**config.mk**
```make
export PLATFORM = sky130hd
export DESIGN_NAME = weight_ram_loader
export DESIGN_NICKNAME = d
export VERILOG_FILES = /design/src/rtl/weight_ram_loader_pkg.sv /design/src/rtl/COUNTER_LAB.sv /design/src/rtl/weight_ram_loader.sv
export SDC_FILE = /design/constraint.sdc
export NUM_CORES = 1
export LEC_CHECK = 0
export ABC_AREA = 1
export BUFFER_PORTS_ARGS = -buffer_cell sky130_fd_sc_hd__clkbuf_2
export CAP_MARGIN = 20
export CORE_MARGIN = 8
export CORE_UTILIZATION = 56
export CTS_BUF_LIST = sky130_fd_sc_hd__clkbuf_8 sky130_fd_sc_hd__clkbuf_16
export CTS_CLUSTER_DIAMETER = 30
export DETAILED_ROUTE_END_ITERATION = 10
export PLACE_DENSITY = 0.79
export SYNTH_ARGS = -nofsm -noshare
export SYNTH_HDL_FRONTEND = slang
export SYNTH_SLANG_ARGS = --single-unit
```
**constraint.sdc**
```tcl
create_clock -name iCLK -period 1.76 [get_ports iCLK]
set_input_delay 0.088 -clock iCLK [delete_from_list [all_inputs] [get_ports iCLK]]
set_output_delay 0.088 -clock iCLK [all_outputs]
set_load 0.01 [all_outputs]
```
**src/rtl/weight_ram_loader_pkg.sv**
```systemverilog
// Shared constants for the weight memory loader and the read-side weight ROM
// address controller: FSM state encodings, memory depth, segment base
// addresses and the segment codes reported on the segment output.
package weight_ram_loader_pkg;

  // Total number of weight words and the write-address width.
  localparam int LOAD_DEPTH = 2710;
  localparam int ADDR_W     = 12;

  // First address of each layer segment (CONV1 starts at 0).
  localparam logic [ADDR_W-1:0] SEG_CONV2_BASE = 12'd9;
  localparam logic [ADDR_W-1:0] SEG_CONV3_BASE = 12'd1017;
  localparam logic [ADDR_W-1:0] SEG_FCL1_BASE  = 12'd2025;
  localparam logic [ADDR_W-1:0] SEG_FCL2_BASE  = 12'd2697;
  localparam logic [ADDR_W-1:0] SEG_BIAS_BASE  = 12'd2709;

  // Loader FSM states.
  typedef enum logic [2:0] {
    ST_IDLE  = 3'd0,
    ST_LOAD  = 3'd1,
    ST_CHECK = 3'd2,
    ST_DONE  = 3'd3,
    ST_ERR   = 3'd4
  } load_state_t;

  // Segment codes, shared with the read-side controller's state encoding.
  typedef enum logic [2:0] {
    SEG_CONV1 = 3'b010,
    SEG_CONV2 = 3'b011,
    SEG_CONV3 = 3'b100,
    SEG_FCL1  = 3'b101,
    SEG_FCL2  = 3'b110,
    SEG_BIAS  = 3'b111
  } seg_t;

  // Map a weight-memory address to the layer segment that owns it.
  function automatic seg_t seg_of(input logic [ADDR_W-1:0] addr);
    seg_t seg;
    if (addr < SEG_CONV2_BASE)      seg = SEG_CONV1;
    else if (addr < SEG_CONV3_BASE) seg = SEG_CONV2;
    else if (addr < SEG_FCL1_BASE)  seg = SEG_CONV3;
    else if (addr < SEG_FCL2_BASE)  seg = SEG_FCL1;
    else if (addr < SEG_BIAS_BASE)  seg = SEG_FCL2;
    else                            seg = SEG_BIAS;
    return seg;
  endfunction

endpackage

```
**src/rtl/COUNTER_LAB.sv**
```systemverilog
// Codebase up-counter with synchronous clear and count enable.
// Counts 0..MV-1 and holds at MV-1 (terminal count) rather than wrapping.
//   iCLK  : clock
//   iRSTn : asynchronous active-low reset (count -> 0)
//   iCLR  : synchronous clear, has priority over iEN
//   iEN   : count enable
//   oCNT  : current count
//   oTC   : high while the count equals MV-1
module COUNTER_LAB #(
  parameter int WL = 12,
  parameter int MV = 2710
) (
  input  logic          iCLK,
  input  logic          iRSTn,
  input  logic          iCLR,
  input  logic          iEN,
  output logic [WL-1:0] oCNT,
  output logic          oTC
);

  localparam logic [WL-1:0] LAST = WL'(MV - 1);

  assign oTC = (oCNT == LAST);

  // NOTE: sequential state uses non-blocking assignments so every register
  // samples the pre-edge value of every other register.
  always_ff @(posedge iCLK or negedge iRSTn) begin
    if (!iRSTn) begin
      oCNT <= '0;
    end else if (iCLR) begin
      oCNT <= '0;
    end else if (iEN && !oTC) begin
      oCNT <= oCNT + 1'b1;
    end
  end

endmodule

```
**src/rtl/weight_ram_loader.sv**
```systemverilog
// Weight memory loader. Accepts a valid/ready word stream, writes DEPTH words
// to sequential addresses of the weight memory, then takes one checksum word
// and reports whether it matches the mod-2^WL sum of the loaded words.
// Inference must not start until oDONE is high.
//   iCLK, iRSTn : clock, asynchronous active-low reset
//   iSTART      : single-cycle load request (honoured in IDLE, DONE, ERR)
//   iVALID/iDATA: stream word; oREADY high in LOAD and CHECK
//   oWE/oWADDR/oWDATA : registered weight memory write port (1-cycle latency)
//   oSEG        : segment code of the word on the write port
//   oBUSY       : LOAD or CHECK in progress
//   oDONE/oERR  : checksum matched / mismatched, held until the next iSTART
module weight_ram_loader
  import weight_ram_loader_pkg::*;
#(
  parameter int WL    = 8,
  parameter int DEPTH = LOAD_DEPTH
) (
  input  logic          iCLK,
  input  logic          iRSTn,
  input  logic          iSTART,
  input  logic          iVALID,
  input  logic [WL-1:0] iDATA,
  output logic          oREADY,
  output logic          oWE,
  output logic [11:0]   oWADDR,
  output logic [WL-1:0] oWDATA,
  output logic [2:0]    oSEG,
  output logic          oBUSY,
  output logic          oDONE,
  output logic          oERR
);

  load_state_t       state_q, state_d;
  logic              start_acc;
  logic              xfer;
  logic              load_xfer;
  logic              last_load;
  logic [ADDR_W-1:0] addr;
  logic              addr_tc;
  logic [WL-1:0]     sum_q;

  // Handshake and status decode come straight from the state register.
  assign oREADY    = (state_q == ST_LOAD) || (state_q == ST_CHECK);
  assign oBUSY     = oREADY;
  assign oDONE     = (state_q == ST_DONE);
  assign oERR      = (state_q == ST_ERR);

  assign xfer      = iVALID && oREADY;
  assign load_xfer = xfer && (state_q == ST_LOAD);
  assign last_load = load_xfer && addr_tc;
  // A start is only honoured outside a load; mid-load pulses are ignored.
  assign start_acc = iSTART && ((state_q == ST_IDLE) ||
                                (state_q == ST_DONE) ||
                                (state_q == ST_ERR));

  // Write address counter; cleared on an accepted start, advanced per word.
  COUNTER_LAB #(
    .WL (ADDR_W),
    .MV (DEPTH)
  ) u_addr_cnt (
    .iCLK  (iCLK),
    .iRSTn (iRSTn),
    .iCLR  (start_acc),
    .iEN   (load_xfer),
    .oCNT  (addr),
    .oTC   (addr_tc)
  );

  always_ff @(posedge iCLK or negedge iRSTn) begin
    if (!iRSTn) state_q <= ST_IDLE;
    else        state_q <= state_d;
  end

  // NOTE: every signal driven in always_comb gets a default first, so no
  // path leaves it unassigned and no latch is inferred.
  always_comb begin
    state_d = state_q;
    unique case (state_q)
      ST_IDLE, ST_DONE, ST_ERR: if (start_acc) state_d = ST_LOAD;
      ST_LOAD:                  if (last_load) state_d = ST_CHECK;
      ST_CHECK: begin
        if (xfer) state_d = (iDATA == sum_q) ? ST_DONE : ST_ERR;
      end
      default:                  state_d = ST_IDLE;
    endcase
  end

  // Running checksum of loaded words, wrapping silently at WL bits.
  always_ff @(posedge iCLK or negedge iRSTn) begin
    if (!iRSTn) begin
      sum_q <= '0;
    end else if (start_acc) begin
      sum_q <= '0;
    end else if (load_xfer) begin
      sum_q <= sum_q + iDATA;
    end
  end

  // Registered write port. The checksum word (CHECK transfer) never writes.
  always_ff @(posedge iCLK or negedge iRSTn) begin
    if (!iRSTn) begin
      oWE    <= 1'b0;
      oWADDR <= '0;
      oWDATA <= '0;
      oSEG   <= SEG_CONV1;
    end else begin
      oWE <= load_xfer;
      if (load_xfer) begin
        oWADDR <= addr;
        oWDATA <= iDATA;
        oSEG   <= seg_of(addr);
      end
    end
  end

endmodule

```
==> results.json <==
{
  "setup_viol": 0,
  "r2r_slack_ps": 130,
  "port_buffers": 39,
  "synth_seq_cells": 47,
  "holdWs_ps": -2.70,
  "yosysTopAreaCell": "dfrtp_1",
  "synth_top_family_by_area": "simple AND/OR/NAND/NOR gates",
  "tritoncts": "done",
  "syn_nets": 352,
  "cp_slowest_cell": "dfrtp_1",
  "place_congestion": 0.924,
  "grt_pass1_vias": 2274,
  "period_share": 0.928,
  "remaining_drc_errors": 0,
  "synth_ff_type": "dfrtp_1",
  "ys_types": 33,
  "antenna_found_initial": 0,
  "first_iter_violations": 123,
  "cts-root-buf": "clkbuf_8",
  "clock-sinks": 47,
  "async_flop_share": 1.00,
  "start_util": 0.587,
  "slew_violations": 0,
  "yosys.area_share.xor_xnor": 0.0203,
  "cp_data_arrival_time_ps": 1870,
  "crit_path_end_kind": "register",
  "dpl_worst_slack_ps": 129,
  "path_clk_slew_ps": 90,
  "core_area_um2": 4410,
  "finalSetupTns_ps": 0,
  "hold_class": "input pin to register",
  "synthCells": 329,
  "critPathRequiredTime_ps": 2000,
  "area_growth_syn_to_layout_pct": 16.3,
  "seq_area_frac_synth": 0.455,
  "max_stage_delay_ps": 410,
  "synthSimpleGateAreaFrac": 0.307,
  "fill_cells": 385,
  "tightest_slew_ps": 437,
  "synthesis.yosys.warnings": 0,
  "hold_viol": 1,
  "wl_per_cell_um": 14.2,
  "synth_top_area_frac": 0.444,
  "drt-total-wl_mm": 6.12,
  "grt_max_degree": 22,
  "power_leakage_nw": 1.58,
  "drive_gt1_frac": 0.205,
  "period_needed_ps": 1630,
  "hpwlAfterDp_mm": 4.64,
  "cts_buffers": 5,
  "nets": 402,
  "cp_max_fo": 2,
  "die_y_um": 84.0,
  "cts_max_path_buffers": 2,
  "rsz0062_at_grt": "no",
  "vdd_ir_drop_max_mv": 1.05,
  "cts_htree_levels": 2,
  "num_vias": 2379,
  "die_w_um": 84.0,
  "maxSlewHeadroom": 0.709,
  "setup_slack_ps": 126,
  "synthAdderAreaFrac": 0.0560,
  "grt_overflow": 0,
  "register_area_um2": 1180,
  "drt_pass1_iterations": 5,
  "synth_mux_area_frac": 0,
  "status": "complete, but fails checks",
  "violations": "negative hold slack",
  "ys_top_cells_by_count": "nand2_1 (105), dfrtp_1 (46), nor2_1 (25), inv_1 (23), o21ai_1 (17)",
  "worst-setup-path-type": "register to register",
  "postCtsSetupBuffers": 0,
  "avgSynthCellArea_um2": 7.87,
  "synth_compound_area_frac": 0.103,
  "yosysMostFrequentCell": "nand2_1",
  "clkLatencyLatePin_ps": 310,
  "skew_ps": 3.66,
  "die-area_um2": 7060,
  "rows": 24,
  "path_cells": "ha_1, or2_2, nor3_1, nand3_1, nand2_1, inv_1, o21ai_1",
  "synth-edff-count": 0,
  "syn_area_um2": 2590,
  "drtAntennaViolNets": 0,
  "finalPower_w": 0.00424,
  "grt_pass1_wl_mm": 10.8,
  "cap_violations": 0,
  "powerDensity_nw_per_um2": 1410,
  "critPathTopFamily": "simple AND/OR/NAND/NOR gates",
  "multi_input_area_um2": 1260,
  "fmax_ghz": 0.612,
  "cp-start-kind": "register",
  "track_usage": 0.181,
  "ioPinCount": 40,
  "yosys-top-cells-area": "dfrtp_1 (44%), nand2_1 (15%), ha_1 (4.8%)",
  "vias_per_cell": 5.51,
  "antenna_cells": 0,
  "path_buf_inv": 1
}
[timing repair]
item,4_1_cts,5_1_grt
hold buffers,1,0
endpoints found under the hold margin,15,0
gates resized for setup,0,3
setup endpoints to repair,0,3
[registers in the layout, summed over array words and instances (netlist names)]
register and cells:
sum_q 8, oWE 1, oSEG 3, u_addr_cnt.oCNT 12
oWDATA 8, oWADDR 12, state_q 3
[stage by stage]
| stage | cell area, um2 | hold slack (ps) | instances | util |
|---|---|---|---|---|
| 6_report | 3010 | -2.70 | 432 | 0.682 |
| 4_1_cts | 3010 | 2.92 | 432 | 0.682 |
| 3_5_place_dp | 2890 | 44.1 | 423 | 0.654 |
| 3_3_place_gp | 2890 | 37.1 | 423 | 0.654 |
| 5_1_grt | 3010 | 26.8 | 432 | 0.682 |
| 2_1_floorplan | 2590 | -208 | 329 | - |
[final timing paths]
path	from	end	cells past startpoint
max	sum_q[6]	state_q[0]	7
min	iDATA[5]	oWDATA[5]	3
max reg2reg	sum_q[6]	state_q[0]	7
min reg2reg	oWDATA[1]	oWDATA[1]	2
max in group asynchronous	iRSTn	oSEG[1]	3
min in group asynchronous	iRSTn	u_addr_cnt.oCNT[6]	2
[placed cells by master, fill, tap and decap left out, types with 2 or more instances in the layout]
| cell type | netlist | layout |
|---|---|---|
| a21oi_1 | 11 | 11 |
| buf_4 | 1 | 11 |
| clkbuf_2 | 0 | 39 |
| clkbuf_8 | 0 | 5 |
| dfrtp_1 | 46 | 45 |
| ha_1 | 10 | 10 |
| inv_1 | 23 | 22 |
| inv_2 | 6 | 7 |
| nand2_1 | 105 | 105 |
| nand3_1 | 15 | 15 |
| nand4_1 | 13 | 13 |
| nor2_1 | 25 | 25 |
| nor2_2 | 2 | 2 |
| nor3_1 | 9 | 9 |
| nor3_2 | 2 | 2 |
| o21a_1 | 2 | 2 |
| o21ai_0 | 16 | 15 |
| o21ai_1 | 17 | 18 |
| or2_2 | 2 | 2 |
| xnor2_1 | 4 | 4 |
| xor2_1 | 2 | 2 |
[routing by layer]
| metal | track usage | vias to the layer above | share of wire |
|---|---|---|---|
| li1 | - | 1182 | - |
| met4 | 0.0455 | 0 | 0.013 |
| met2 | 0.283 | 65 | 0.45 |
| met1 | 0.237 | 1122 | 0.47 |
| met5 | 0 | - | 0 |
| met3 | 0.0566 | 10 | 0.066 |
[where the power goes]
| part | internal, W | leakage [nW] | switching, W |
|---|---|---|---|
| Sequential | 0.00136 | 0.625 | 0.000222 |
| Clock | 0.000424 | 0.0581 | 0.000397 |
| Combinational | 0.000698 | 0.893 | 0.00114 |
[final cells by class]
cell class,instances,share of cell area
Multi-Input combinational cell,245,0.418
Sequential cell,47,0.391
Timing Repair Buffer,51,0.0956
Inverter,29,0.0361
Clock buffer,5,0.0229
Tap cell,52,0.0216
Clock inverter,3,0.0145
[worst min-delay path, stage by stage]
cell and delay [ps]:
clkbuf_2 90, nand2_1 50, nand2_1 50
[logic make-up (layout without fill, tap and decap cells)]
family,after synthesis,in the layout
compound gates,50,50
xor+xnor,6,6
fa+ha+maj,11,11
buf+inv,37,88
flops,47,47
simple gates,178,178
No activity file was read; power rests on OpenSTA's default activity.
